--- config.mk ---
export PLATFORM = sky130hd
export DESIGN_NAME = adder_tree_operand_packer
export DESIGN_NICKNAME = d
export VERILOG_FILES = /design/src/rtl/adder_tree_pkg.sv /design/src/rtl/adder_tree_operand_packer.sv
export SDC_FILE = /design/constraint.sdc
export NUM_CORES = 1
export LEC_CHECK = 0
export CORE_UTILIZATION = 40
export CTS_BUF_LIST = sky130_fd_sc_hd__clkbuf_8
export DETAILED_ROUTE_END_ITERATION = 10
export GPL_ROUTABILITY_DRIVEN = 0
export PLACE_DENSITY = 0.78
export SYNTH_ARGS = -nofsm -noshare
export SYNTH_HDL_FRONTEND = slang
export SYNTH_SLANG_ARGS = --single-unit
--- constraint.sdc ---
create_clock -name clk -period 7.4 [get_ports clk]
set_input_delay 0.74 -clock clk [delete_from_list [all_inputs] [get_ports clk]]
set_output_delay 0.74 -clock clk [all_outputs]
set_load 0.005 [all_outputs]
--- src/rtl/adder_tree_pkg.sv ---
// Shared types and default sizes for the adder tree and its operand packer.
// Sized modules take their widths from parameters and use these as defaults.
package adder_tree_pkg;

    localparam int DEFAULT_ADDER_WIDTH = 28;
    localparam int DEFAULT_LANES       = 8;

    typedef logic [DEFAULT_ADDER_WIDTH-1:0] operand_t;
    typedef operand_t [DEFAULT_LANES-1:0]   lane_vec_t;

    typedef enum logic {
        FILL = 1'b0,
        HOLD = 1'b1
    } pack_state_e;

endpackage

--- src/rtl/adder_tree_operand_packer.sv ---
// Packs a serial operand stream into LANES parallel lanes for the adder tree.
// Short frames are zero padded because every lane clears when a frame is released.
module adder_tree_operand_packer
    import adder_tree_pkg::*;
#(
    parameter int ADDER_WIDTH = DEFAULT_ADDER_WIDTH,
    parameter int LANES       = DEFAULT_LANES,
    parameter int CNT_W       = $clog2(LANES + 1)
) (
    input  logic                         clk,
    input  logic                         rst,
    input  logic                         in_valid,
    output logic                         in_ready,
    input  logic [ADDER_WIDTH-1:0]       in_data,
    input  logic                         in_last,
    output logic                         out_valid,
    input  logic                         out_ready,
    output logic [LANES*ADDER_WIDTH-1:0] out_data,
    output logic [CNT_W-1:0]             out_count
);

    localparam int IDX_W = $clog2(LANES);

    pack_state_e      state_q, state_d;
    logic [IDX_W-1:0] idx_q, idx_d;
    logic [CNT_W-1:0] count_q, count_d;

    logic             in_xfer;
    logic             out_xfer;
    logic [IDX_W-1:0] wr_idx;

    assign out_valid = (state_q == HOLD);
    assign out_count = count_q;

    // A held frame only makes room when downstream takes it, so in_ready follows out_ready.
    assign in_ready = !rst && ((state_q == FILL) || out_ready);
    assign in_xfer  = in_valid && in_ready;
    assign out_xfer = out_valid && out_ready;
    assign wr_idx   = (state_q == FILL) ? idx_q : '0;

    always_comb begin
        state_d = state_q;
        idx_d   = idx_q;
        count_d = count_q;
        case (state_q)
            FILL: begin
                if (in_xfer) begin
                    count_d = CNT_W'(idx_q) + CNT_W'(1);
                    if (in_last || (idx_q == IDX_W'(LANES - 1))) begin
                        state_d = HOLD;
                        idx_d   = '0;
                    end else begin
                        idx_d = idx_q + IDX_W'(1);
                    end
                end
            end
            HOLD: begin
                if (out_xfer) begin
                    if (in_xfer) begin
                        count_d = CNT_W'(1);
                        if (in_last) begin
                            state_d = HOLD;
                            idx_d   = '0;
                        end else begin
                            state_d = FILL;
                            idx_d   = IDX_W'(1);
                        end
                    end else begin
                        state_d = FILL;
                        idx_d   = '0;
                        count_d = '0;
                    end
                end
            end
            default: begin
                state_d = FILL;
                idx_d   = '0;
                count_d = '0;
            end
        endcase
    end

    always_ff @(posedge clk or posedge rst) begin
        if (rst) begin
            state_q <= FILL;
            idx_q   <= '0;
            count_q <= '0;
        end else begin
            state_q <= state_d;
            idx_q   <= idx_d;
            count_q <= count_d;
        end
    end

    // A write beats the release clear, so an operand accepted on a release edge lands in lane 0.
    for (genvar k = 0; k < LANES; k++) begin : g_lane
        logic                   lane_we;
        logic [ADDER_WIDTH-1:0] lane_q;

        assign lane_we = in_xfer && (wr_idx == IDX_W'(k));

        always_ff @(posedge clk or posedge rst) begin
            if (rst) begin
                lane_q <= '0;
            end else if (lane_we) begin
                lane_q <= in_data;
            end else if (out_xfer) begin
                lane_q <= '0;
            end
        end

        assign out_data[k*ADDER_WIDTH +: ADDER_WIDTH] = lane_q;
    end

endmodule

==> impl_results.md <==
* Status: completed
* Drc violations at 0
* Share of Yosys cell area claimed by the top area cell type at between 60% and 70%
* Relative slew slack at 27.2%
* Count of input and output buffers at 262
* Synthesized flop and latch total at 232
* Skew final at roughly 8.7 ps
* DP Wirelength at 16600 um
* Setup crit start kind: input pin
* Worst Path Arrival at roughly 2100 ps
* Sequential cell area fraction in the yosys report at 61.2%
* Filler cells at slightly below 2000
* Largest net degree at the start of global routing at 83
* Initial Util at 41.4%
* RSZ-0062 raised after global routing: false
* Maxcap violations at 0
* Crit path max fanout at 4
* Final core utilization at 57.1%
* Ant diodes at 0
* Final period util at around two fifths
* Most common flop cell mapped by yosys: dfrtp_1
* FF-to-FF Start: out_valid$_DFF_PP0_
* Post-CTS sizing at 0
* Yosys warns at 0
* Share of cells above drive strength 1 at slightly below 8%
* Grt total ovfl at 0
* Synth top area cells: dfrtp_1, mux2i_1, nand2_1
* Count leader, synth: dfrtp_1
* Detailed Routing Iterations Pass 1 at 5
* Via-per-instance ratio at just under 5
* Mapped cell area at around 0.0095 mm^2
* Placed cells at 1311
* Synth cell count leaders: dfrtp_1, nand2_1, mux2i_1
* Post-route ant nets at 0
* Max-slew violation count at 0
* IR drop worst, VDD at 0.149 mV
* H-tree Lvls at 2
* Hold-fix buffers, CTS at 0
* Worst slew pin tran at between 1000 and 1500 ps
* Final wirelength at 25800 um
* Nets at between 1000 and 1500
* Die area at 0.0243 mm^2
* Clk Latency, worst-skew pair at 510 ps
* Vert. Die Dim at between 150 and 200 um
* LEAKAGE at approximately 6.7 nW
* Reg area at a little under 0.006 mm^2
* Syn Area/Cell at between 10 and 15 um^2
* Num Clock Sinks at 232
* Vias in the first global route at roughly 7000
* Post-synth EDFFs at 0
* Max Freq at 350 MHz
* Post-synth top area cell: dfrtp_1
* GRT Total Usage at between 20% and 30%
* Final Hold Vio Count at 0
* Maximum buffer depth of the clock tree at 3
* Detailed router's first-iteration violation count at 399
* Syn nets at approximately 820
* Beginning of the worst hold path: g_lane[0].lane_q[15]$_DFFE_PP0P_
* Synth Instances at 780
* Reg clk slew, reported paths at 50 ps
* Root Driver: clkbuf_8
* First-pass GRT wire length at 40100 um
* Layout area overhead at 38.0%
* Area occupied by multi-input gates at 0.00331 mm^2
* Asr flop ratio synth at 100%
* Crit path kind: input pin to output pin
* Layout Cells excl Fill at between 1000 and 1500
* Critical path startpoint: out_ready
* Setup-failing EPs final at 0
* Drt wl/cell at 18.7 um
* CTS tree: built
* Min-Delay Path Depth at 1
* Worst path required time at about 6700 ps
* Reg2reg path depth at 4
* Io pins at 263
* Die width at between 150 and 200 um
* Power per Cell Area at between 200 and 250 mW/mm^2
* Vias at 6850
* Post-synthesis cell type count at 32
* Hold crit path type: flop to flop
* TritonCTS Buffers at 41
* CORE AREA at 0.0229 mm^2
* Fin Setup TNS at 0 ps
* Initial antenna violation count at 0
* Endpoint class of the critical path: output pin
* Post-CTS Setup Bufs at 0
* Min cycle time layout at approximately 2900 ps
* Rows at 55
## stage by stage
| stage | worst slack [ps] | area, um^2 | total power, W | hold slack, ps |
|---|---|---|---|---|
| floorplan | 125 | 9480 | 0.00175 | 489 |
| global placement | 4260 | 12300 | 0.00212 | 482 |
| detailed placement | 4220 | 12300 | 0.00214 | 484 |
| CTS | 4530 | 13100 | 0.00328 | 502 |
| global route | 4460 | 13100 | 0.00341 | 513 |
| finish | 4540 | 13100 | 0.00325 | 498 |
## worst paths after layout
kind | slack (ps) | endpoint
min in group asynchronous | 910 | out_count[0]$_DFFE_PP0P_
hold / removal | 500 | g_lane[0].lane_q[15]$_DFFE_PP0P_
setup reg to reg | 4810 | g_lane[0].lane_q[9]$_DFFE_PP0P_
hold reg to reg | 500 | g_lane[0].lane_q[15]$_DFFE_PP0P_
setup / recovery | 4540 | in_ready
max in group asynchronous | 5060 | g_lane[4].lane_q[11]$_DFFE_PP0P_
## power breakdown
group,switching [W],leakage (nW),internal [W],total (W)
clock network,0.000506,0.474,0.000631,0.00114
logic,0.000251,3.10,0.000356,0.000608
registers,0.0000896,3.17,0.00141,0.00150
total,0.000847,6.75,0.00240,0.00325
## state kept, by name, indices dropped and copies added, names as in the netlist
register and flops:
g_lane.lane_q 224, out_count 4, idx_q 3, out_valid 1
## cell families (layout without fill, tap and decap cells)
| kind of cell | Yosys count | count (layout) | synth area share [%] |
|---|---|---|---|
| AOI/OAI and AO/OA | 41 | 41 | 3.80 |
| DFF | 232 | 232 | 61.2 |
| adders and majority gates | 2 | 2 | 0.264 |
| buffers and inverters | 80 | 369 | 4.04 |
| and+or+nand+nor | 228 | 228 | 9.86 |
| muxes | 197 | 197 | 20.8 |
## critical path, cell delays in order
cell and delay [ps]:
clkdlybuf4s50_1 600, inv_1 110, a21oi_1 150, clkdlybuf4s50_1 520
## cells in the final DEF, fill, tap and decap left out
master	n
a21boi_4	1
a21oi_1	3
a221oi_1	1
a221oi_4	1
a22o_1	16
a22o_2	12
a32oi_1	1
and3_2	2
and4bb_2	1
buf_4	5
bufinv_16	1
clkbuf_8	49
clkdlybuf4s50_1	262
clkinv_2	3
dfrtp_1	232
ha_1	2
inv_1	48
inv_8	1
mux2i_1	197
nand2_1	204
nand2_2	5
nand2_4	1
nand2b_1	1
nand3_1	2
nand3b_1	1
nor2_1	3
nor2b_1	4
nor3b_1	1
nor4b_4	1
o21ai_0	4
o21bai_1	1
o22ai_1	1
or3_1	1
or3_4	1
## cell type report
cell class	count	share of cell area, %
sequential	232	44.4
multi-input combinational	468	25.3
timing repair buffer	267	20.3
clock buffer	49	5.16
tap	313	2.99
inverter	31	0.947
clock inverter	22	0.861
## layer usage
layer | up-vias | wire [um] | global-route usage (%)
met1 | 3414 | 11200 | 28.5
met2 | 245 | 12200 | 34.1
met5 | - | 0 | 0
met3 | 64 | 1630 | 5.14
met4 | 0 | 828 | 8.22
li1 | 3127 | - | -
Power figures use the tool's default switching activity.
